### src/rtl/text_pixel_gen_pkg.sv
// Shared text-mode geometry, address widths and pipeline side-band record.
// Also stands in for the vga_defs.vh constant set: H_VISIBLE, V_VISIBLE, CHAR_W, CHAR_H, COLS, ROWS.
package text_pixel_gen_pkg;

  localparam int H_VISIBLE       = 640;
  localparam int V_VISIBLE       = 480;
  localparam int CHAR_W          = 8;
  localparam int CHAR_H          = 16;
  localparam int COLS            = H_VISIBLE / CHAR_W;
  localparam int ROWS            = V_VISIBLE / CHAR_H;
  localparam int TB_ADDR_WIDTH   = $clog2(COLS * ROWS);
  localparam int PIX_X_BITS      = $clog2(CHAR_W);
  localparam int LINE_BITS       = $clog2(CHAR_H);
  localparam int FONT_ADDR_WIDTH = 7 + LINE_BITS;
  localparam int CELL_COL_BITS   = 10 - PIX_X_BITS;
  localparam int CELL_ROW_BITS   = 5;

  localparam logic SYNC_IDLE = 1'b1;

  typedef struct packed {
    logic                  active;
    logic                  hsync;
    logic                  vsync;
    logic [PIX_X_BITS-1:0] col;
  } side_t;

  localparam side_t SIDE_RESET = '{active: 1'b0, hsync: SYNC_IDLE, vsync: SYNC_IDLE, col: '0};

  // row*80 as two shifts; only valid while COLS stays 80.
  function automatic logic [TB_ADDR_WIDTH-1:0] cell_addr(
    input logic [CELL_ROW_BITS-1:0] row,
    input logic [CELL_COL_BITS-1:0] col
  );
    logic [TB_ADDR_WIDTH-1:0] r;
    logic [TB_ADDR_WIDTH-1:0] c;
    r = TB_ADDR_WIDTH'(row);
    c = TB_ADDR_WIDTH'(col);
    return (r << 6) + (r << 4) + c;
  endfunction

endpackage

### src/rtl/cursor_blink.sv
// Blinking cursor: counts vsync falling edges, blink phase from counter MSB, cell compare.
// Present only when CURSOR_EN is defined.
`ifdef CURSOR_EN
module cursor_blink
  import text_pixel_gen_pkg::*;
(
  input  logic                     clk_i,
  input  logic                     rstn_i,
  input  logic                     vsync_i,
  input  logic [CELL_COL_BITS-1:0] cell_col_i,
  input  logic [CELL_ROW_BITS-1:0] cell_row_i,
  input  logic [CELL_COL_BITS-1:0] cursor_col_i,
  input  logic [CELL_ROW_BITS-1:0] cursor_row_i,
  output logic                     invert_o
);

  logic       vsync_q;
  logic [4:0] frame_cnt;

  always_ff @(posedge clk_i or negedge rstn_i) begin
    if (!rstn_i) begin
      vsync_q   <= SYNC_IDLE;
      frame_cnt <= '0;
    end else begin
      vsync_q <= vsync_i;
      if (vsync_q && !vsync_i) begin
        frame_cnt <= frame_cnt + 5'd1;
      end
    end
  end

  // Counter MSB toggles every 16 frames, so the cursor starts hidden after reset.
  assign invert_o = frame_cnt[4]
                  && (cell_col_i == cursor_col_i)
                  && (cell_row_i == cursor_row_i);

endmodule
`endif

### src/rtl/text_pixel_gen.sv
// Text-mode pixel pipeline: coordinates -> text address -> font address -> pixel, sync/active delayed alongside.
// Four register stages, no stall; optional blinking cursor under CURSOR_EN.
module text_pixel_gen
  import text_pixel_gen_pkg::*;
(
  input  logic                       clk_i,
  input  logic                       rstn_i,
  input  logic [9:0]                 hcount_i,
  input  logic [9:0]                 vcount_i,
  input  logic                       active_i,
  input  logic                       hsync_i,
  input  logic                       vsync_i,
  output logic [TB_ADDR_WIDTH-1:0]   tb_addr_o,
  input  logic [7:0]                 char_i,
  output logic [FONT_ADDR_WIDTH-1:0] font_addr_o,
  input  logic [7:0]                 font_row_i,
  output logic                       pix_o,
  output logic                       active_o,
  output logic                       hsync_o,
  output logic                       vsync_o
`ifdef CURSOR_EN
  ,
  input  logic [CELL_COL_BITS-1:0]   cursor_col_i,
  input  logic [CELL_ROW_BITS-1:0]   cursor_row_i
`endif
);

  side_t                side_d1, side_d2, side_d3;
  logic [LINE_BITS-1:0] line_d1, line_d2;
  logic                 font_bit;
  logic                 cursor_inv;

  always_ff @(posedge clk_i or negedge rstn_i) begin
    if (!rstn_i) begin
      tb_addr_o <= '0;
      side_d1   <= SIDE_RESET;
      side_d2   <= SIDE_RESET;
      side_d3   <= SIDE_RESET;
      line_d1   <= '0;
      line_d2   <= '0;
      pix_o     <= 1'b0;
      active_o  <= 1'b0;
      hsync_o   <= SYNC_IDLE;
      vsync_o   <= SYNC_IDLE;
    end else begin
      // Off-screen coordinates still address the buffer; active masks the result.
      tb_addr_o <= cell_addr(vcount_i[8:4], hcount_i[9:3]);
      side_d1   <= '{active: active_i, hsync: hsync_i, vsync: vsync_i,
                     col: hcount_i[PIX_X_BITS-1:0]};
      line_d1   <= vcount_i[LINE_BITS-1:0];
      side_d2   <= side_d1;
      line_d2   <= line_d1;
      side_d3   <= side_d2;
      pix_o     <= side_d3.active & (font_bit ^ cursor_inv);
      active_o  <= side_d3.active;
      hsync_o   <= side_d3.hsync;
      vsync_o   <= side_d3.vsync;
    end
  end

  // Bit 7 of the code is dropped so codes 128-255 alias onto the 128-glyph font.
  assign font_addr_o = {char_i[6:0], line_d2};
  assign font_bit    = font_row_i[side_d3.col];

`ifdef CURSOR_EN
  logic [CELL_COL_BITS-1:0] cell_col_d1, cell_col_d2, cell_col_d3;
  logic [CELL_ROW_BITS-1:0] cell_row_d1, cell_row_d2, cell_row_d3;

  always_ff @(posedge clk_i or negedge rstn_i) begin
    if (!rstn_i) begin
      cell_col_d1 <= '0;
      cell_col_d2 <= '0;
      cell_col_d3 <= '0;
      cell_row_d1 <= '0;
      cell_row_d2 <= '0;
      cell_row_d3 <= '0;
    end else begin
      cell_col_d1 <= hcount_i[9:3];
      cell_row_d1 <= vcount_i[8:4];
      cell_col_d2 <= cell_col_d1;
      cell_row_d2 <= cell_row_d1;
      cell_col_d3 <= cell_col_d2;
      cell_row_d3 <= cell_row_d2;
    end
  end

  cursor_blink u_cursor_blink (
    .clk_i        (clk_i),
    .rstn_i       (rstn_i),
    .vsync_i      (vsync_i),
    .cell_col_i   (cell_col_d3),
    .cell_row_i   (cell_row_d3),
    .cursor_col_i (cursor_col_i),
    .cursor_row_i (cursor_row_i),
    .invert_o     (cursor_inv)
  );
`else
  assign cursor_inv = 1'b0;
`endif

  logic unused_bits;
  assign unused_bits = ^{vcount_i[9], char_i[7]};

endmodule

### config.mk
export PLATFORM = sky130hd
export DESIGN_NAME = text_pixel_gen
export DESIGN_NICKNAME = d
export VERILOG_FILES = /design/src/rtl/text_pixel_gen_pkg.sv /design/src/rtl/cursor_blink.sv /design/src/rtl/text_pixel_gen.sv
export SDC_FILE = /design/constraint.sdc
export NUM_CORES = 1
export LEC_CHECK = 0
export CORE_MARGIN = 2
export CORE_UTILIZATION = 35
export DETAILED_ROUTE_END_ITERATION = 10
export PLACE_DENSITY = 0.7
export SLEW_MARGIN = 20
export SYNTH_ARGS = -nofsm -noshare
export SYNTH_HDL_FRONTEND = slang
export SYNTH_SLANG_ARGS = --single-unit
### constraint.sdc
create_clock -name clk_i -period 2.1 [get_ports clk_i]
set_clock_uncertainty 0.1 [all_clocks]
set_input_delay 0.315 -clock clk_i [delete_from_list [all_inputs] [get_ports clk_i]]
set_output_delay 0.315 -clock clk_i [all_outputs]
set_load 0.05 [all_outputs]
==> flow_metrics.env, run 1 <==
export IMPL_outcome="finished, final reports clean"
export IMPL_peakVddDrop_v=0.0003916
export IMPL_whs_ns=0.2481
export IMPL_wl_per_cell_um=13.02
export IMPL_number_of_buffers_created_by_cts=5
export IMPL_drc_violations_left=0
export IMPL_via_count_of_the_routed_design=921
export IMPL_synth_area_leader_cell="sky130_fd_sc_hd__dfrtp_1"
export IMPL_cts_path_max_buffers=2
export IMPL_post_route_cells_drive_above_1_share_pct=25.49
export IMPL_grt_antenna_before_repair=0
export IMPL_leakage_nw=0.9747
export IMPL_slew_headroom_pct=63.33
export IMPL_h_tree_depth=2
export IMPL_totalPowerFinal_mw=1.847
export IMPL_fp_coreArea_um2=4029
export IMPL_async_reset_ff_share_pct=100.0
export IMPL_die_h_um=68.84
export IMPL_post_synth_main_area_contributors="sky130_fd_sc_hd__dfrtp_1, sky130_fd_sc_hd__dfstp_2, sky130_fd_sc_hd__ha_1"
export IMPL_floorplan_rows=23
export IMPL_antenna_violating_nets_post_route=0
export IMPL_report_final_slew_viol_count=0
export IMPL_netlist_area_um2=1471
export IMPL_cts_root_buf="sky130_fd_sc_hd__clkbuf_8"
export IMPL_n_fill_cell=332
export IMPL_max_stage_delay_ns=0.54
export IMPL_antenna_cells_inserted=0
export IMPL_final_setup_viol_count=0
export IMPL_grt_max_degree=27
export IMPL_detail_route_first_pass_iterations=5
export IMPL_via_per_inst=4.537
export IMPL_max_freq_mhz=489.5
export IMPL_final_core_density_pct=55.03
export IMPL_tritoncts="done"
export IMPL_critical_path_slowest_cell="sky130_fd_sc_hd__or4b_1"
export IMPL_flow_area_growth_from_synthesis_pct=50.68
export IMPL_average_size_of_a_mapped_cell_um2=16.53
export IMPL_setup_worst_path_start_class="input port"
export IMPL_die_area_um2=4739
export IMPL_tightestPinTransition_ns=0.5500
export IMPL_worst_hold_path_type="reg -> reg"
export IMPL_final_cell_count_no_fill=203
export IMPL_synth_cell_types=23
export IMPL_period_minus_slack_ns=2.043
export IMPL_numnets_final=204
export IMPL_cell_breakdown_of_the_critical_path="dlygate4sd2_1 -> inv_1 -> fa_1 -> inv_2 -> ha_4 -> a211oi_2 -> or4b_1 -> o2111ai_2"
export IMPL_timing_worst_setup_path_type="in -> reg"
export IMPL_share_comb_of_total_power_pct=25.5
export IMPL_internal_power_mw=1.312
export IMPL_grt_first_pass_wirelength_um=4112
export IMPL_crit_path_end_kind="flop"
export IMPL_post_synthesis_net_count=141
export IMPL_cp_num_buf_inv=3
export IMPL_post_place_cells=193
export IMPL_critPathTopFamily="adder cells"
export IMPL_synth_top_cells_by_count="sky130_fd_sc_hd__dfrtp_1, sky130_fd_sc_hd__ha_1, sky130_fd_sc_hd__dfstp_2, sky130_fd_sc_hd__buf_4, sky130_fd_sc_hd__inv_1"
export IMPL_ys_ff_latch=42
export IMPL_p_sw_mw=0.5346
export IMPL_post_synth_top_area_fraction_pct=57.82
export IMPL_input_output_buffers=51
export IMPL_post_synth_inst_count=89
export IMPL_grt_pass1_vias=968
export IMPL_worst_ep_arrival_time_ns=2.14
export IMPL_drv_cap=0
export IMPL_synth_edff_count=0
export IMPL_cts_sinks=42
export IMPL_ys_warnings_count=0
export IMPL_cp_required_ns=2.20
export IMPL_path_clk_slew_ns=0.07
export IMPL_die_extent_in_x_um=68.84
export IMPL_report_final_hold_viol_count=0
export IMPL_setup_tns_final_ns=0
export IMPL_dpl_hpwl_um=1961
export IMPL_share_of_synthesized_area_occupied_by_flip_flops_and_latches_pct=72.11
export IMPL_io_pin_count=68
export IMPL_gpl_final_weighted_congestion=0.7510
export IMPL_postSynth_topFlopCell="sky130_fd_sc_hd__dfrtp_1"
export IMPL_power_share_clock_pct=26.0
export IMPL_initial_utilization_pct=36.52
export IMPL_initialDrtViolationCount=39
export IMPL_synth_most_common_cell="sky130_fd_sc_hd__dfrtp_1"
export IMPL_clock_latency_ns=0.28
export IMPL_power_sequential_fraction_pct=48.6
export IMPL_globalRouteOverflowTotal=0
export IMPL_power_switching_fraction_pct=28.95
export IMPL_finalCritPeriodShare_pct=97.27
export IMPL_worst_path_max_fanout=2
export IMPL_wirelength_um=2643
export IMPL_power_per_cell_area_nw_per_um2=832.9
export IMPL_overall_global_routing_usage_pct=12.24
==> sequential cells by signal (all words and copies together), names as in the netlist <==
signal	flops
hsync_o	1
pix_o	1
line_d1	4
tb_addr_o	12
side_d1	6
active_o	1
vsync_o	1
side_d2	6
side_d3	6
line_d2	4
==> cell type report <==
class / instances / area, um^2 / area share, %
inverters: 7 / 26.28 / 1.185
clock inverters: 2 / 10.01 / 0.4515
repair buffers: 63 / 595.6 / 26.86
clock buffers: 6 / 72.57 / 3.273
flip-flops and latches: 42 / 1061 / 47.86
multi-input cells: 33 / 389.1 / 17.55
well taps: 50 / 62.56 / 2.822
==> metal layers <==
layer  up-vias  global-route usage, %  routed length (um)
li1        420                      -                   -
met1       447                  12.87                 981
met2        50                  20.91                1351
met3         4                  6.656                 286
met4         0                  3.922                  23
met5         -                      0                   0
==> power by group through the flow <==
stage / sequential (mW) / combinational, mW / clock, mW
finish: 0.897 / 0.470 / 0.480
CTS: 0.898 / 0.459 / 0.501
floorplan: 1.07 / 0.116 / 0
global route: 0.906 / 0.503 / 0.541
global placement: 0.911 / 0.434 / 0
detailed placement: 0.913 / 0.441 / 0
==> logic make-up after synthesis <==
family	Yosys count	share of synthesized area [%]
XOR/XNOR	3	1.786
buffers and inverters	14	5.357
multiplexers	2	3.061
adder cells (fa/ha/maj)	11	10.37
flip-flops	42	72.11
AND/OR/NAND/NOR	7	2.806
AO/OA/AOI/OAI	10	4.507
==> cell usage in the layout (no fill, tap or decap) <==
master                            netlist  final
sky130_fd_sc_hd__o21ai_1                1      1
sky130_fd_sc_hd__a21o_1                 2      2
sky130_fd_sc_hd__dlygate4sd2_1          0      2
sky130_fd_sc_hd__dfrtp_1               34     34
sky130_fd_sc_hd__buf_2                  0      1
sky130_fd_sc_hd__xor2_1                 1      1
sky130_fd_sc_hd__nand3_1                1      1
sky130_fd_sc_hd__nand2_1                2      2
sky130_fd_sc_hd__a21oi_2                0      1
sky130_fd_sc_hd__o2111ai_2              0      1
sky130_fd_sc_hd__ha_1                   9      5
sky130_fd_sc_hd__mux4_2                 2      2
sky130_fd_sc_hd__or4b_1                 1      1
sky130_fd_sc_hd__clkinv_2               0      2
sky130_fd_sc_hd__ha_2                   0      1
sky130_fd_sc_hd__ha_4                   0      3
sky130_fd_sc_hd__a21oi_1                2      1
sky130_fd_sc_hd__dfstp_2                8      8
sky130_fd_sc_hd__xnor2_1                2      2
sky130_fd_sc_hd__a31oi_1                1      1
sky130_fd_sc_hd__fa_1                   2      1
sky130_fd_sc_hd__nor2_1                 1      1
sky130_fd_sc_hd__clkdlybuf4s15_1        0      1
sky130_fd_sc_hd__o22ai_1                1      1
sky130_fd_sc_hd__clkbuf_8               0      5
sky130_fd_sc_hd__dlygate4sd3_1          0      1
sky130_fd_sc_hd__o211ai_1               1      1
sky130_fd_sc_hd__a211oi_2               0      1
sky130_fd_sc_hd__fa_2                   0      1
sky130_fd_sc_hd__buf_4                  7     11
sky130_fd_sc_hd__nand3b_1               1      1
sky130_fd_sc_hd__inv_2                  0      2
sky130_fd_sc_hd__nor3b_1                1      1
sky130_fd_sc_hd__clkbuf_1               0      1
sky130_fd_sc_hd__clkdlybuf4s50_1        0     47
sky130_fd_sc_hd__inv_1                  7      5
==> final timing paths <==
check,slack [ns],end,depth (start not counted),from
max reg2reg,0.84,pix_o,3,side_d3[0]
min reg2reg,0.25,side_d2[1],0,side_d1[1]
min in group asynchronous,0.45,side_d3[5],2,rstn_i
min,0.25,side_d2[1],0,side_d1[1]
max in group asynchronous,0.82,line_d2[3],3,rstn_i
max,0.06,tb_addr_o[10],8,vcount_i[4]
==> worst reg2reg max path, stage by stage, from the launching register on <==
cell,delay [ns]
sky130_fd_sc_hd__dfrtp_1,0.39
sky130_fd_sc_hd__mux4_2,0.52
sky130_fd_sc_hd__nand3b_1,0.10
sky130_fd_sc_hd__nand2_1,0.05
==> per-stage QoR <==
stage / instance area (um^2) / worst slack, ns
3_5_place_dp: 2062 / -0.5886
4_1_cts: 2182 / 0.03042
2_1_floorplan: 1471 / 0.01927
6_report: 2217 / 0.05728
5_1_grt: 2217 / -0.01716
3_3_place_gp: 2062 / -0.5087
==> what timing repair did <==
action	CTS	global route
hold buffers	1	0
resized for setup	9	5
pin swaps	4	2
setup buffers	1	0
setup endpoints to repair	4	3
hold endpoints to repair	17	0
Power figures use the tool's default switching activity.
==> run 2, diff against run 1 <==
CAP_MARGIN = 20   (was default)
==> results of run 2 <==
No change in the layout: final DEF, timing and power equal those of run 1.
